$ cat config.mk
export PLATFORM = sky130hd
export DESIGN_NAME = clk_set_ctrl_flat
export DESIGN_NICKNAME = d
export VERILOG_FILES = /design/src/rtl/clk_set_pkg.sv /design/src/rtl/clk_set_ctrl_if.sv /design/src/rtl/btn_debounce.sv /design/src/rtl/clk_set_ctrl.sv /design/src/flat_wrapper.sv
export SDC_FILE = /design/constraint.sdc
export NUM_CORES = 1
export LEC_CHECK = 0
export CAP_MARGIN = 20
export CORE_ASPECT_RATIO = 0.8
export CORE_MARGIN = 5
export CORE_UTILIZATION = 45
export CTS_BUF_LIST = sky130_fd_sc_hd__clkbuf_8
export DETAILED_ROUTE_END_ITERATION = 7
export PLACE_DENSITY = 0.67
export SYNTH_ARGS = -nofsm -noshare
export SYNTH_HDL_FRONTEND = slang
export SYNTH_SLANG_ARGS = --single-unit
$ cat constraint.sdc
create_clock -name clk -period 13.5 [get_ports clk]
set_input_delay 2.025 -clock clk [delete_from_list [all_inputs] [get_ports clk]]
set_output_delay 2.025 -clock clk [all_outputs]
set_load 0.05 [all_outputs]
$ cat src/rtl/clk_set_pkg.sv
`default_nettype none
// ============================================================================
//  Module   : clk_set_pkg
//  Purpose  : Shared mode encodings, FSM state type and counter width helper
//             for the clock time-setting controller.
//  Ports    : none (package)
//  Revision : 1.0 - initial release
// ============================================================================
package clk_set_pkg;

  localparam logic [1:0] MODE_RUN      = 2'd0;
  localparam logic [1:0] MODE_SET_HOUR = 2'd1;
  localparam logic [1:0] MODE_SET_MIN  = 2'd2;
  localparam logic [1:0] MODE_SET_SEC  = 2'd3;

  // State encoding equals the mode output encoding, so the state register
  // drives the mode output directly.
  typedef enum logic [1:0] {
    ST_RUN      = MODE_RUN,
    ST_SET_HOUR = MODE_SET_HOUR,
    ST_SET_MIN  = MODE_SET_MIN,
    ST_SET_SEC  = MODE_SET_SEC
  } state_e;

  // Width of a counter that runs 0..n-1 (at least one bit).
  function automatic int cnt_width(input int n);
    return (n < 2) ? 1 : $clog2(n);
  endfunction

endpackage
`default_nettype wire

$ cat src/rtl/clk_set_ctrl_if.sv
`default_nettype none
// ============================================================================
//  Module   : clk_set_ctrl_if
//  Purpose  : Bundles the raw buttons and the timebase/set outputs of the
//             clock time-setting controller.
//  Signals  : btn_mode, btn_set          raw push-buttons (to controller)
//             en1hz, clr_sec, inc_min,
//             inc_hour                   single-cycle pulses (from controller)
//             mode[1:0], blink           display state (from controller)
//  Modports : master - the controller; slave - buttons/counter chain side
//  Revision : 1.0 - initial release
// ============================================================================
interface clk_set_ctrl_if;
  logic       btn_mode;
  logic       btn_set;
  logic       en1hz;
  logic       clr_sec;
  logic       inc_min;
  logic       inc_hour;
  logic [1:0] mode;
  logic       blink;

  modport master (
    input  btn_mode, btn_set,
    output en1hz, clr_sec, inc_min, inc_hour, mode, blink
  );

  modport slave (
    output btn_mode, btn_set,
    input  en1hz, clr_sec, inc_min, inc_hour, mode, blink
  );
endinterface
`default_nettype wire

$ cat src/rtl/btn_debounce.sv
`default_nettype none
// ============================================================================
//  Module   : btn_debounce
//  Purpose  : 2-FF synchroniser, debounce counter and rising-edge detector
//             for one raw push-button.
//  Ports    : clk    in  system clock
//             rst    in  asynchronous reset, active-high
//             btn    in  raw button, asynchronous to clk
//             level  out debounced level
//             press  out 1-cycle pulse, registered, after level goes 0->1
//  Revision : 1.0 - initial release
// ============================================================================
module btn_debounce
  import clk_set_pkg::*;
#(
  parameter int DB_CYCLES = 1_000_000
) (
  input  wire logic clk,
  input  wire logic rst,
  input  wire logic btn,
  output logic      level,
  output logic      press
);

  localparam int              DB_W    = cnt_width(DB_CYCLES);
  localparam logic [DB_W-1:0] DB_LAST = DB_W'(DB_CYCLES - 1);

  logic            sync_a;
  logic            sync_b;
  logic            level_d;
  logic [DB_W-1:0] db_cnt;

  always_ff @(posedge clk or posedge rst) begin
    if (rst) begin
      sync_a  <= 1'b0;
      sync_b  <= 1'b0;
      level   <= 1'b0;
      level_d <= 1'b0;
      press   <= 1'b0;
      db_cnt  <= '0;
    end else begin
      sync_a <= btn;
      sync_b <= sync_a;
      // db_cnt counts consecutive samples that disagree with the accepted
      // level; the DB_CYCLES-th such sample flips the level.
      if (sync_b != level) begin
        if (db_cnt == DB_LAST) begin
          level  <= sync_b;
          db_cnt <= '0;
        end else begin
          db_cnt <= db_cnt + 1'b1;
        end
      end else begin
        db_cnt <= '0;
      end
      level_d <= level;
      press   <= level & ~level_d;
    end
  end

endmodule
`default_nettype wire

$ cat src/rtl/clk_set_ctrl.sv
`default_nettype none
// ============================================================================
//  Module   : clk_set_ctrl
//  Purpose  : Timebase and time-setting controller at the head of the clock
//             counter chain: 1 Hz enable, set-button pulses with auto-repeat,
//             mode FSM and display blink phase.
//  Ports    : clk   in  system clock
//             rst   in  asynchronous reset, active-high
//             bus   clk_set_ctrl_if.master
//                   (btn_mode/btn_set in; en1hz, clr_sec, inc_min, inc_hour,
//                    mode[1:0], blink out)
//  Revision : 1.0 - initial release
// ============================================================================
module clk_set_ctrl
  import clk_set_pkg::*;
#(
  parameter int SEC_CYCLES = 50_000_000,
  parameter int DB_CYCLES  = 1_000_000,
  parameter int REP_DELAY  = 25_000_000,
  parameter int REP_PERIOD = 5_000_000
) (
  input wire logic       clk,
  input wire logic       rst,
  clk_set_ctrl_if.master bus
);

  localparam int                SEC_W       = cnt_width(SEC_CYCLES);
  localparam logic [SEC_W-1:0]  SEC_LAST    = SEC_W'(SEC_CYCLES - 1);
  localparam logic [SEC_W-1:0]  SEC_PRE     = SEC_W'(SEC_CYCLES - 2);
  localparam int                HALF_W      = cnt_width(SEC_CYCLES / 2);
  localparam logic [HALF_W-1:0] HALF_LAST   = HALF_W'(SEC_CYCLES / 2 - 1);
  localparam int                REP_W       = cnt_width((REP_DELAY > REP_PERIOD) ? REP_DELAY : REP_PERIOD);
  localparam logic [REP_W-1:0]  DELAY_LAST  = REP_W'(REP_DELAY - 1);
  localparam logic [REP_W-1:0]  PERIOD_LAST = REP_W'(REP_PERIOD - 1);

  state_e            state;
  state_e            state_nx;
  logic              mode_press;
  logic              mode_level_unused;
  logic              set_press;
  logic              set_level;
  logic [SEC_W-1:0]  psc;
  logic [HALF_W-1:0] blink_cnt;
  logic [REP_W-1:0]  rep_cnt;
  logic              rep_armed;
  logic              rep_phase;   // 0: waiting REP_DELAY, 1: REP_PERIOD cadence
  logic              en1hz_q;
  logic              inc_hour_q;
  logic              inc_min_q;
  logic              clr_sec_q;
  logic              blink_q;

  logic              set_ok;
  logic              rep_fire;
  logic              en1hz_nx;
  logic              inc_hour_nx;
  logic              inc_min_nx;
  logic              clr_sec_nx;

  btn_debounce #(.DB_CYCLES(DB_CYCLES)) u_db_mode (
    .clk   (clk),
    .rst   (rst),
    .btn   (bus.btn_mode),
    .level (mode_level_unused),
    .press (mode_press)
  );

  btn_debounce #(.DB_CYCLES(DB_CYCLES)) u_db_set (
    .clk   (clk),
    .rst   (rst),
    .btn   (bus.btn_set),
    .level (set_level),
    .press (set_press)
  );

  // Next state and next values of the registered output pulses.
  always_comb begin
    state_nx    = state;
    set_ok      = set_press & ~mode_press;   // a coincident mode press wins
    rep_fire    = 1'b0;
    en1hz_nx    = 1'b0;
    inc_hour_nx = 1'b0;
    inc_min_nx  = 1'b0;
    clr_sec_nx  = 1'b0;

    if (mode_press) begin
      case (state)
        ST_RUN:      state_nx = ST_SET_HOUR;
        ST_SET_HOUR: state_nx = ST_SET_MIN;
        ST_SET_MIN:  state_nx = ST_SET_SEC;
        ST_SET_SEC:  state_nx = ST_RUN;
        default:     state_nx = ST_RUN;
      endcase
    end

    if (rep_armed && set_level && !mode_press) begin
      rep_fire = rep_phase ? (rep_cnt == PERIOD_LAST) : (rep_cnt == DELAY_LAST);
    end

    case (state)
      // Registered one cycle early so en1hz is high while psc == SEC_LAST.
      ST_RUN:      en1hz_nx    = !mode_press && (psc == SEC_PRE);
      ST_SET_HOUR: inc_hour_nx = set_ok | rep_fire;
      ST_SET_MIN:  inc_min_nx  = set_ok | rep_fire;
      ST_SET_SEC:  clr_sec_nx  = set_ok;
      default:     ;
    endcase
  end

  always_ff @(posedge clk or posedge rst) begin
    if (rst) begin
      state <= ST_RUN;
    end else begin
      state <= state_nx;
    end
  end

  always_ff @(posedge clk or posedge rst) begin
    if (rst) begin
      en1hz_q    <= 1'b0;
      inc_hour_q <= 1'b0;
      inc_min_q  <= 1'b0;
      clr_sec_q  <= 1'b0;
    end else begin
      en1hz_q    <= en1hz_nx;
      inc_hour_q <= inc_hour_nx;
      inc_min_q  <= inc_min_nx;
      clr_sec_q  <= clr_sec_nx;
    end
  end

  // Prescaler runs only while staying in RUN; any SET state parks it at 0 so
  // the first second after returning to RUN is a full SEC_CYCLES long.
  always_ff @(posedge clk or posedge rst) begin
    if (rst) begin
      psc <= '0;
    end else if (state == ST_RUN && !mode_press) begin
      psc <= (psc == SEC_LAST) ? '0 : psc + 1'b1;
    end else begin
      psc <= '0;
    end
  end

  // Blink phase restarts at 0 on entry to SET_HOUR and is held at 0 in RUN.
  always_ff @(posedge clk or posedge rst) begin
    if (rst) begin
      blink_q   <= 1'b0;
      blink_cnt <= '0;
    end else if (state == ST_RUN || state_nx == ST_RUN) begin
      blink_q   <= 1'b0;
      blink_cnt <= '0;
    end else if (blink_cnt == HALF_LAST) begin
      blink_q   <= ~blink_q;
      blink_cnt <= '0;
    end else begin
      blink_cnt <= blink_cnt + 1'b1;
    end
  end

  // Auto-repeat timer. Only a fresh press in SET_HOUR/SET_MIN arms it; a
  // release or any mode change disarms it until the next press.
  always_ff @(posedge clk or posedge rst) begin
    if (rst) begin
      rep_armed <= 1'b0;
      rep_phase <= 1'b0;
      rep_cnt   <= '0;
    end else if (mode_press || !set_level) begin
      rep_armed <= 1'b0;
      rep_phase <= 1'b0;
      rep_cnt   <= '0;
    end else if (set_ok && (state == ST_SET_HOUR || state == ST_SET_MIN)) begin
      rep_armed <= 1'b1;
      rep_phase <= 1'b0;
      rep_cnt   <= '0;
    end else if (rep_fire) begin
      rep_phase <= 1'b1;
      rep_cnt   <= '0;
    end else if (rep_armed) begin
      rep_cnt <= rep_cnt + 1'b1;
    end
  end

  assign bus.mode     = state;
  assign bus.en1hz    = en1hz_q;
  assign bus.inc_hour = inc_hour_q;
  assign bus.inc_min  = inc_min_q;
  assign bus.clr_sec  = clr_sec_q;
  assign bus.blink    = blink_q;

endmodule
`default_nettype wire

$ cat src/flat_wrapper.sv
// flat-port wrapper written by rule: the top's interface ports become plain ports
module clk_set_ctrl_flat import clk_set_pkg::*;
#(
  parameter int SEC_CYCLES = 50_000_000,
  parameter int DB_CYCLES  = 1_000_000,
  parameter int REP_DELAY  = 25_000_000,
  parameter int REP_PERIOD = 5_000_000
)
  (clk, rst, bus_btn_mode, bus_btn_set, bus_en1hz, bus_clr_sec, bus_inc_min, bus_inc_hour, bus_mode, bus_blink);
  clk_set_ctrl_if bus_i ();
  input wire logic clk;
  input wire logic rst;
  input wire logic [$bits(bus_i.btn_mode)-1:0] bus_btn_mode;
  input wire logic [$bits(bus_i.btn_set)-1:0] bus_btn_set;
  output wire logic [$bits(bus_i.en1hz)-1:0] bus_en1hz;
  output wire logic [$bits(bus_i.clr_sec)-1:0] bus_clr_sec;
  output wire logic [$bits(bus_i.inc_min)-1:0] bus_inc_min;
  output wire logic [$bits(bus_i.inc_hour)-1:0] bus_inc_hour;
  output wire logic [$bits(bus_i.mode)-1:0] bus_mode;
  output wire logic [$bits(bus_i.blink)-1:0] bus_blink;
  assign bus_i.btn_mode = bus_btn_mode;
  assign bus_i.btn_set = bus_btn_set;
  assign bus_en1hz = bus_i.en1hz;
  assign bus_clr_sec = bus_i.clr_sec;
  assign bus_inc_min = bus_i.inc_min;
  assign bus_inc_hour = bus_i.inc_hour;
  assign bus_mode = bus_i.mode;
  assign bus_blink = bus_i.blink;
  clk_set_ctrl #(.SEC_CYCLES(SEC_CYCLES), .DB_CYCLES(DB_CYCLES), .REP_DELAY(REP_DELAY), .REP_PERIOD(REP_PERIOD)) u_core (.clk(clk), .rst(rst), .bus(bus_i));
endmodule
==> results.env <==
FIN_CELLS=875
CLKSLEWWORSTSETUPHOLDPATHS_NS=0.07
MAX-SLEW-MARGIN-REL=0.4101
NUM_ROWS=39
HOLD_PATH.CLASS='flop to flop'
CTS.SINK_COUNT=135
DIE_W_UM=144.4
LAYOUT_WORST_PATH_CYCLE_SHARE=0.2763
VDD_DROP_MAX_mV=0.08169
CP_CELL_SEQUENCE='clkdlybuf4s50_1'
FINAL_ANTENNA_NET_COUNT=0
FIRST_PASS_GRT_WIRE_LENGTH_MM=21.97
PORT_BUFFERS=10
MOSTFREQUENTLAYOUTCELL='sky130_fd_sc_hd__dfrtp_1'
MET3_USAGE=0.03574
REPORT.FINAL.SLEW_VIOL_COUNT=0
SYNTH_SEQ_AREA_SHARE=0.5195
FLOW.AREA_GROWTH_FROM_SYNTHESIS_PCT=12.06
HEIGHT_OF_THE_CHIP_UM=117.5
CRIT_PATH_TOP_DELAY_CELL='sky130_fd_sc_hd__clkdlybuf4s50_1'
GRT_START_MAX_NET_PINS=87
NETLIST_INSTANCES=664
CTS_TREE='yes'
GRT_UTIL_MET1=0.2245
MAX_FREQ_MHz=268.1
CORE_AREA_UM2=14250
POST-ROUTE-DRC-COUNT=0
GRT_PASS1_VIAS=4664
CTS.PATH.MAX_BUFFERS=2
FLOORPLAN.DIE_AREA_UM2=16970
ROUTED_WL_MM=12.47
WORST_SETUP_SLACK_AFTER_LAYOUT_NS=9.771
GRT.MET2_USAGE=0.2350
ANTENNADIODECOUNT=0
POWER_LEAKAGE_nW=2.933
POST_SYN_AREA_UM2=6502
CTS_RESIZED=0
LAYOUT.CELLS.MOST_COMMON_LIST='sky130_fd_sc_hd__dfrtp_1, sky130_fd_sc_hd__nor2_1, sky130_fd_sc_hd__xnor2_1'
FIN_AREA_UM2=7287
SYNTH-EDFF-COUNT=0
CRITPATHMAXSTAGEDELAY_NS=0.84
YOSYS_WARNINGS=0
NUMBER_OF_BUFFERS_AND_INVERTERS_ON_THE_CRITICAL_PATH=1
FIRST_ITER_VIOLATIONS=208
GLOBALROUTEOVERFLOWTOTAL=0
ROOT_BUFFER='sky130_fd_sc_hd__clkbuf_8'
SYNTH_AREA_PER_CELL_UM2=9.793
POST_DRT_WL_PER_CELL_UM=14.25
POSTSYNTH.TOPFLOPCELL='sky130_fd_sc_hd__dfrtp_1'
HPWLAFTERDP_MM=8.468
DP_CELLS=842
NUMBER_OF_ANTENNA_VIOLATIONS_AT_THE_FIRST_CHECK_IN_GLOBAL_ROUTING=0
TRITONCTS.NUM_BUFFERS=17
PERIOD_NEEDED_NS=3.729
PLACER_S_FINAL_ROUTABILITY_CONGESTION_ESTIMATE=0.8245
CTS_MAX_LEVEL=4
POST-ROUTE-UTIL=0.5114
LAYOUT-DRIVE-GT1-SHARE=0.06368
VIAS=4701
OUTCOME='finished clean'
CLOCK-SKEW-FINAL_NS=0.007539
CTS.HOLD.BUFFERS_ADDED=0
WORST_SLEW_PIN_SLEW_NS=0.8767
SETUP.WORST_PATH.CLASS='flop to output pin'
FINAL_NUMBER_OF_SETUP_VIOLATING_ENDPOINTS=0
CLOCK_INSERTION_DELAY_AT_THE_LATER_PIN_OF_THE_SKEW_REPORT_NS=0.44
TOTALPOWERFINAL_mW=0.8265
CRIT_STARTPOINT='u_core.bus.mode[0]'
HOLD_PATH_STARTPOINT='u_core.u_db_mode.sync_a'
CRITICAL-PATH-TOP-DELAY-FAMILY='buffers and inverters'
POST_DRT_VIA_CELL_RATIO=5.373
YS_TYPES=40
BOUNDARYPINS=11
CRIT_FANOUT=5
RSZ0062_AT_GRT='no'
CP-END-KIND='output pin'
CRITPATHREQUIREDTIME_NS=11.48
SYNTH_SEQ_CELLS=135
FIN_WORST_HOLD_SLACK_NS=0.3532
HOLD_VIOLATION_COUNT_IN_THE_FINAL_REPORT=0
CTS_SETUP_BUFFERS=0
GLOBALROUTETOTALUTIL=0.1573
SYNTH_FP_NETS=678
FINAL_NETS=692
TIMING.REG2REG.SETUP_SLACK_NS=10.90
TIMING.MAX_CAP.VIOLATIONS=0
NUMBER_OF_ITERATIONS_IN_THE_FIRST_DETAILED_ROUTING_PASS=4
SYNTH_ASYNC_SR_FLOP_SHARE=1.000
SETUP_SLACK_AT_PLACEMENT_NS=9.543
CP.ARRIVAL_NS=1.70
SETUP-TNS-FINAL_NS=0
BUSIEST_LAYER='met2'
POST_DP_CELL_AREA_UM2=6773
REG2REG_FROM='u_core.rep_cnt[8]'
TIMING.CRITICAL_PATH.FROM_TYPE='flop'
POWER.DENSITY_CELL_AREA_nW_PER_UM2=113.4
START_UTIL=0.4564
## registers in the layout, summed over array words and instances (netlist names), 2 cells and up
name                     count
u_core.blink_cnt            25
u_core.bus.mode              2
u_core.u_db_mode.db_cnt     20
u_core.psc                  26
u_core.rep_cnt              25
u_core.u_db_set.db_cnt      20
## cell families after synthesis
family / after synthesis / synth area share
AO/OA/AOI/OAI: 27 / 0.02290
XOR/XNOR: 103 / 0.1387
adder cells (fa/ha/maj): 10 / 0.01924
buffers and inverters: 38 / 0.02348
flip-flops: 135 / 0.5195
multiplexers: 2 / 0.003463
AND/OR/NAND/NOR: 349 / 0.2727
## final cells by class
type	instances	area (µm²)
flip-flops and latches	135	3378
inverters	20	77.57
repair buffers	13	142.6
multi-input cells	491	2972
clock buffers	19	261.5
clock inverters	13	225.2
fillers	1274	6962
well taps	184	230.2
## power breakdown
part	switching, mW	internal [mW]
Sequential	0.00192	0.406
Combinational	0.0108	0.00364
Clock	0.156	0.248
## synthesized netlist by cell type, types with 2 or more instances
library cell	count	area (µm²)
sky130_fd_sc_hd__a21oi_1	11	55.05
sky130_fd_sc_hd__and2_1	4	25.02
sky130_fd_sc_hd__and3_1	14	87.58
sky130_fd_sc_hd__and4_1	9	78.83
sky130_fd_sc_hd__buf_2	8	40.04
sky130_fd_sc_hd__clkbuf_1	10	37.54
sky130_fd_sc_hd__dfrtp_1	135	3378
sky130_fd_sc_hd__ha_1	10	125.1
sky130_fd_sc_hd__inv_1	20	75.07
sky130_fd_sc_hd__mux2_2	2	22.52
sky130_fd_sc_hd__nand2_1	40	150.1
sky130_fd_sc_hd__nand2b_1	2	12.51
sky130_fd_sc_hd__nand3_1	45	225.2
sky130_fd_sc_hd__nand3b_1	3	22.52
sky130_fd_sc_hd__nand4_1	26	162.7
sky130_fd_sc_hd__nand4bb_1	2	22.52
sky130_fd_sc_hd__nor2_1	126	473.0
sky130_fd_sc_hd__nor2b_1	6	37.54
sky130_fd_sc_hd__nor3_1	19	95.09
sky130_fd_sc_hd__nor4_1	22	137.6
sky130_fd_sc_hd__nor4b_1	6	52.55
sky130_fd_sc_hd__nor4bb_1	2	20.02
sky130_fd_sc_hd__o21ai_0	9	45.04
sky130_fd_sc_hd__o21ai_1	2	10.01
sky130_fd_sc_hd__or2_2	3	18.77
sky130_fd_sc_hd__or3_1	11	68.82
sky130_fd_sc_hd__or4_1	3	22.52
sky130_fd_sc_hd__xnor2_1	57	499.2
sky130_fd_sc_hd__xor2_1	46	402.9
## per-layer routing
| metal | routed length [µm] | vias to the layer above | part of all wire |
|---|---|---|---|
| met3 | 396 | 23 | 0.032 |
| li1 | - | 2305 | - |
| met1 | 6157 | 2295 | 0.49 |
| met4 | 206 | 0 | 0.017 |
| met5 | 0 | - | 0 |
| met2 | 5708 | 78 | 0.46 |
## path summary, 6_finish.rpt
| path | to | depth (start not counted) |
|---|---|---|
| setup / recovery | bus_mode[0] | 1 |
| hold reg to reg | u_core.u_db_mode.sync_b | 0 |
| hold / removal | u_core.u_db_mode.sync_b | 0 |
| setup reg to reg | u_core.rep_cnt[18] | 5 |
| min in group asynchronous | u_core.rep_cnt[2] | 2 |
| max in group asynchronous | u_core.blink_cnt[8] | 4 |
No activity file was read; power rests on OpenSTA's default activity.
